<file path="config.mk">
export PLATFORM = sky130hd
export DESIGN_NAME = cache_refill_engine
export DESIGN_NICKNAME = d
export VERILOG_FILES = /design/src/rtl/cache_refill_engine.sv
export SDC_FILE = /design/constraint.sdc
export NUM_CORES = 2
export LEC_CHECK = 0
export BUFFER_PORTS_ARGS = -buffer_cell sky130_fd_sc_hd__buf_2
export CAP_MARGIN = 0
export CORE_AREA = 2 2 476 478
export DETAILED_ROUTE_END_ITERATION = 8
export DIE_AREA = 0 0 478 480
export GPL_TIMING_DRIVEN = 0
export PLACE_DENSITY = 0.42
export SYNTH_ARGS = -nofsm -noshare
export SYNTH_HDL_FRONTEND = slang
export SYNTH_SLANG_ARGS = --single-unit
</file>
<file path="constraint.sdc">
create_clock -name clk -period 3.35 [get_ports clk]
set_input_delay 0.335 -clock clk [delete_from_list [all_inputs] [get_ports clk]]
set_output_delay 0.335 -clock clk [all_outputs]
set_load 0.02 [all_outputs]
</file>
<file path="src/rtl/cache_refill_engine.sv">
`default_nettype none
// ============================================================================
// Module      : cache_refill_engine
// Description : Miss-handling stage behind the cache controller. For each
//               accepted miss it optionally writes back the dirty victim line
//               word by word, then fetches the missing line one word at a
//               time (one read outstanding), assembles it and hands the full
//               line back to the controller. One miss in flight at a time.
// Revision    : 1.0 - initial release
// ----------------------------------------------------------------------------
// Ports:
//   clk, rst                 clock (rising edge), synchronous active-high reset
//   miss_valid/miss_ready    miss request handshake (ready only when idle)
//   miss_addr                missing access address (offset ignored)
//   victim_dirty/addr/line   victim line to write back when dirty
//   mem_req_*                word request port (valid/ready, we, addr, wdata)
//   mem_rsp_valid/data       read response, exactly one per read request
//   fill_valid/ready         assembled-line handshake
//   fill_addr/fill_line      line-aligned address and assembled line
// Build option:
//   CACHE_REFILL_CWF_EN      critical word first: reads start at the missing
//                            word and wrap around the line. Write-back order
//                            and the assembled line are unaffected.
// ============================================================================
module cache_refill_engine #(
    parameter int ADDRESS_WIDTH   = 32,
    parameter int DATA_WIDTH      = 32,
    parameter int LINE_SIZE_BYTES = 64,
    parameter int OFFSET_BITS     = 6
) (
    input  logic                           clk,
    input  logic                           rst,
    input  logic                           miss_valid,
    output logic                           miss_ready,
    input  logic [ADDRESS_WIDTH-1:0]       miss_addr,
    input  logic                           victim_dirty,
    input  logic [ADDRESS_WIDTH-1:0]       victim_addr,
    input  logic [LINE_SIZE_BYTES*8-1:0]   victim_line,
    output logic                           mem_req_valid,
    input  logic                           mem_req_ready,
    output logic                           mem_req_we,
    output logic [ADDRESS_WIDTH-1:0]       mem_req_addr,
    output logic [DATA_WIDTH-1:0]          mem_req_wdata,
    input  logic                           mem_rsp_valid,
    input  logic [DATA_WIDTH-1:0]          mem_rsp_data,
    output logic                           fill_valid,
    input  logic                           fill_ready,
    output logic [ADDRESS_WIDTH-1:0]       fill_addr,
    output logic [LINE_SIZE_BYTES*8-1:0]   fill_line
);

    localparam int c_WPL       = LINE_SIZE_BYTES * 8 / DATA_WIDTH;
    localparam int c_IDX_W     = $clog2(c_WPL);
    localparam int c_BYTE_BITS = $clog2(DATA_WIDTH / 8);

    localparam logic [ADDRESS_WIDTH-1:0] c_LINE_MASK =
        ~((ADDRESS_WIDTH'(1) << OFFSET_BITS) - ADDRESS_WIDTH'(1));
    localparam logic [c_IDX_W-1:0] c_LAST_IDX = c_IDX_W'(c_WPL - 1);
    localparam logic [c_IDX_W-1:0] c_IDX_ONE  = c_IDX_W'(1);

    typedef enum logic [2:0] {
        IDLE   = 3'd0,
        WB     = 3'd1,
        RD_REQ = 3'd2,
        RD_RSP = 3'd3,
        FILL   = 3'd4
    } state_e;

    // Line storage kept as word arrays; the packed layout puts word i at
    // bits [i*DATA_WIDTH +: DATA_WIDTH], matching the flat port packing.
    typedef logic [c_WPL-1:0][DATA_WIDTH-1:0] line_t;

    state_e                    state_q, state_d;
    logic [c_IDX_W-1:0]        idx_q, idx_d;
    logic [c_IDX_W-1:0]        start_q, start_d;
    logic [ADDRESS_WIDTH-1:0]  line_base_q, line_base_d;
    logic [ADDRESS_WIDTH-1:0]  victim_base_q, victim_base_d;
    line_t                     victim_q, victim_d;
    line_t                     fill_q, fill_d;

    // Read word index: the counter counts reads issued, the start offset
    // rotates it for critical-word-first (start is 0 otherwise). Natural
    // wrap of the c_IDX_W-bit sum gives the modulo-WPL ordering.
    logic [c_IDX_W-1:0]        w_rd_word;
    logic [c_IDX_W-1:0]        w_miss_word;
    logic [ADDRESS_WIDTH-1:0]  w_wb_off;
    logic [ADDRESS_WIDTH-1:0]  w_rd_off;

    assign w_rd_word   = idx_q + start_q;
    assign w_wb_off    = ADDRESS_WIDTH'(idx_q) << c_BYTE_BITS;
    assign w_rd_off    = ADDRESS_WIDTH'(w_rd_word) << c_BYTE_BITS;

`ifdef CACHE_REFILL_CWF_EN
    assign w_miss_word = miss_addr[OFFSET_BITS-1:c_BYTE_BITS];
`else
    assign w_miss_word = '0;
`endif

    assign miss_ready = (state_q == IDLE) && !rst;
    assign fill_line  = fill_q;

    always_ff @(posedge clk) begin
        if (rst) begin
            state_q       <= IDLE;
            idx_q         <= '0;
            start_q       <= '0;
            line_base_q   <= '0;
            victim_base_q <= '0;
            victim_q      <= '0;
            fill_q        <= '0;
        end else begin
            state_q       <= state_d;
            idx_q         <= idx_d;
            start_q       <= start_d;
            line_base_q   <= line_base_d;
            victim_base_q <= victim_base_d;
            victim_q      <= victim_d;
            fill_q        <= fill_d;
        end
    end

    always_comb begin
        state_d       = state_q;
        idx_d         = idx_q;
        start_d       = start_q;
        line_base_d   = line_base_q;
        victim_base_d = victim_base_q;
        victim_d      = victim_q;
        fill_d        = fill_q;

        mem_req_valid = 1'b0;
        mem_req_we    = 1'b0;
        mem_req_addr  = '0;
        mem_req_wdata = '0;
        fill_valid    = 1'b0;
        fill_addr     = '0;

        case (state_q)
            IDLE: begin
                if (miss_valid && miss_ready) begin
                    line_base_d   = miss_addr & c_LINE_MASK;
                    victim_base_d = victim_addr & c_LINE_MASK;
                    victim_d      = victim_line;
                    start_d       = w_miss_word;
                    idx_d         = '0;
                    state_d       = victim_dirty ? WB : RD_REQ;
                end
            end

            WB: begin
                mem_req_valid = 1'b1;
                mem_req_we    = 1'b1;
                mem_req_addr  = victim_base_q + w_wb_off;
                mem_req_wdata = victim_q[idx_q];
                if (mem_req_ready) begin
                    // Wraps to 0 after the last beat, ready for the reads.
                    idx_d = idx_q + c_IDX_ONE;
                    if (idx_q == c_LAST_IDX) begin
                        state_d = RD_REQ;
                    end
                end
            end

            RD_REQ: begin
                mem_req_valid = 1'b1;
                mem_req_addr  = line_base_q + w_rd_off;
                if (mem_req_ready) begin
                    state_d = RD_RSP;
                end
            end

            RD_RSP: begin
                if (mem_rsp_valid) begin
                    fill_d[w_rd_word] = mem_rsp_data;
                    idx_d             = idx_q + c_IDX_ONE;
                    state_d           = (idx_q == c_LAST_IDX) ? FILL : RD_REQ;
                end
            end

            FILL: begin
                fill_valid = 1'b1;
                fill_addr  = line_base_q;
                if (fill_ready) begin
                    state_d = IDLE;
                end
            end

            default: begin
                state_d = IDLE;
            end
        endcase
    end

endmodule
`default_nettype wire

</file>
==> run summary <==
Iteration-0 DRC Markers: 2900
core box area: 0.224 mm2
Total Die Area: 0.229 mm2
routed wire length per instance: 25.4 um
status: finished, violations left
Placer Congestion: 0.949
grt total ovfl: 0
critical path class: reg2out
failing checks: setup timing
most common flop cell mapped by yosys: dfxtp_1
met2 Resource Use GR: 38.9%
met1 usage: 24.9%
P_leak: 0.0280 uW
filler cell count: 24161
Vias/cell: 4.38
commonest non-fill, non-tap cell in the layout: nand2_1
switching part of the total power: 31.9%
RSZ-0062 raised after global routing: true
CTS HTree Levels: 4
# setup viols final: 16
Final Critical Period: 3500 ps
clock root cell: clkbuf_16
clk sink count: 1083
Die Span Y: 480 um
layout net count: 7755
Syn. warnings: 0
Critical Path RT: 3010 ps
row count: 174
fin. max-slew vios: 0
Yosys reg bits: 1083
worst reg2reg path startpoint: idx_q[0]$_SDFFE_PP0P_
Num CTS Buffers: 134
crit share post-route: 104%
CP Data Arrival Time: 3170 ps
most frequent cells in the layout: nand2_1, buf_2, dfxtp_1
syn avg cell area: 8.36 um2
share of cells above drive strength 1: 25.0%
internal cell power: 25900 uW
Top-Level Pins: 1227
worst hold path depth: 3
Setup crit start kind: register
setup ws final: -150 ps
# port buffers: 1173
initial core utilization: 19.4%
Max IR drop VDD: 529 uV
Cell Area, Synth: 0.0434 mm2
vias in the first global route: 45013
final non-filler cell area: 0.0648 mm2
busiest layer in global routing: met2
crit path max fanout: 6
pwr dens: 586 mW/mm2
DRT Pass-1 Iters: 6
worst slew margin relative to its limit: 12.7%
Synth cell types: 51
GR Util All Layers: 21.8%
die width: 478 um
Detail Route Antenna Nets: 0
Reg clk slew, reported paths: 60 ps
worst r2r path cells: 11
post-route DRC violation count: 0
Placed Area: 0.0531 mm2
crit end category: primary output
Slew @ Worst Pin: 1310 ps
R2R Setup Slk: 220 ps
clock share of power: 38.8%
post-synthesis sequential area ratio: 49.9%
Max Cap Viol: 0
RR Endpoint: fill_line[331]$_SDFFE_PP0P_
antenna violations before repair: 32
Post-synth EDFFs: 0
final wirelength: 260 mm
Reg power frac: 40.2%
Area Growth Syn to Fin: 49.3%
largest net degree at the start of global routing: 17
Hold Path Class: in2reg
DP HPWL: 204 mm
first-pass GRT wire length: 353 mm
vias: 44891
Overall Power: 38000 uW
Worst Skew: 24.7 ps
worst-skew pair later-pin latency: 800 ps
Worst Hold Path EP: fill_line[348]$_SDFFE_PP0P_
clk buf depth: 3
M3 GR Usage: 4.22%
Gate power share: 21.0%
sw power: 12100 uW
Final Hold Fails: 0
CTS tree: done
fmax: 0.286 GHz
Syn Inst Count: 5192
Async SR Flop Fraction: 0%
Worst Hold Launch: mem_rsp_data[28]
[cell families after synthesis]
family | after synthesis | share of synthesized area, %
mux | 133 | 6.76
xor+xnor | 1 | 0.0202
simple gates | 2855 | 30.3
flops | 1083 | 49.9
other cells | 1 | 0.00864
buf+inv | 495 | 5.10
fa+ha+maj | 4 | 0.115
compound gates | 620 | 7.79
[metal layers]
layer  part of all wire (%)  up-vias
met2                     50     1749
met1                     39    21667
met4                    5.0       24
met3                    5.9      412
li1                       -    21039
met5                  0.058        -
[registers in the layout, summed over array words and instances (netlist names)]
signal / flops
victim_base_q: 26
state_q: 3
fill_line: 512
victim_q: 512
line_base_q: 26
idx_q: 4
[power groups by stage]
stage	Sequential, uW	Combinational, uW	Clock (uW)
floorplan	15100	3920	0
global placement	15500	6910	0
detailed placement	15600	6930	0
CTS	15300	7940	15100
global route	15400	8600	15500
finish	15300	7980	14700
[how the worst max path moves through the flow]
| stage | to | depth (start not counted) | from |
|---|---|---|---|
| after floorplan | fill_line[181]$_SDFFE_PP0P_ | 11 | idx_q[1]$_SDFFE_PP0P_ |
| after global placement | fill_line[303]$_SDFFE_PP0P_ | 11 | idx_q[1]$_SDFFE_PP0P_ |
| after detailed placement | fill_line[303]$_SDFFE_PP0P_ | 11 | idx_q[1]$_SDFFE_PP0P_ |
| after CTS | mem_req_wdata[13] | 8 | idx_q[0]$_SDFFE_PP0P_ |
| after global routing | mem_req_wdata[11] | 6 | idx_q[0]$_SDFFE_PP0P_ |
| final | mem_req_wdata[18] | 7 | idx_q[0]$_SDFFE_PP0P_ |
[cell usage after synthesis (2+ instances only)]
library cell | instances | area share, %
nand2_1 | 2190 | 19
dfxtp_1 | 1083 | 50
nand3b_1 | 566 | 9.8
a21oi_1 | 515 | 5.9
clkbuf_1 | 356 | 3.1
mux4_2 | 128 | 6.6
buf_4 | 69 | 1.2
a22oi_1 | 64 | 1.1
buf_2 | 43 | 0.50
and3_1 | 32 | 0.46
a22o_1 | 26 | 0.52
buf_1 | 14 | 0.12
nand3_1 | 14 | 0.16
nor2_1 | 10 | 0.086
nor3_1 | 7 | 0.081
nor3_2 | 7 | 0.16
buf_6 | 6 | 0.16
inv_1 | 6 | 0.052
o21ai_0 | 5 | 0.058
or3_1 | 5 | 0.072
and2_1 | 4 | 0.058
ha_1 | 4 | 0.12
a31oi_1 | 3 | 0.043
mux2i_1 | 3 | 0.069
mux2_2 | 2 | 0.052
nand2b_1 | 2 | 0.029
nor3b_1 | 2 | 0.035
nor3b_2 | 2 | 0.058
or3b_1 | 2 | 0.040
[area by class of cell]
type,instances,area [um2],share of cell area [%]
sequential,1083,21700,33.4
multi-input combinational,3621,19900,30.8
timing repair buffer,1806,12400,19.2
clock buffer,190,3800,5.87
tap,2992,3740,5.77
buffer,483,2570,3.97
clock inverter,41,592,0.913
antenna,18,45.0,0.0695
inverter,7,26.3,0.0405
[through the flow]
stage          utilization, %  worst slack (ps)  cells  setup TNS, ps  hold WS [ps]
4_1_cts                  28.8              -284  10202          -4000          6.48
3_5_place_dp             23.7             -2190   9367        -610450           444
5_1_grt                  28.9              -196  10233          -2540          27.9
6_report                 28.9              -150  10241           -997          56.9
2_1_floorplan               -               987   5199              0           434
3_3_place_gp             23.7             -2090   9364       -1089680           440
[critical path, stage by stage (launching register included)]
cell,delay (ps)
dfxtp_4,380
buf_12,150
buf_16,170
buf_12,140
mux4_2,560
a22oi_2,580
nand2_2,190
buf_6,180
[repair_timing]
action / in CTS / in global routing
gates cloned: 2 / 0
endpoints found under the setup margin: 452 / 84
pin swaps: 31 / 29
endpoints found under the hold margin: 634 / 0
buffers inserted: 26 / 26
resized for setup: 226 / 54
hold buffers: 579 / 0
(Power assumes the default switching activity.)
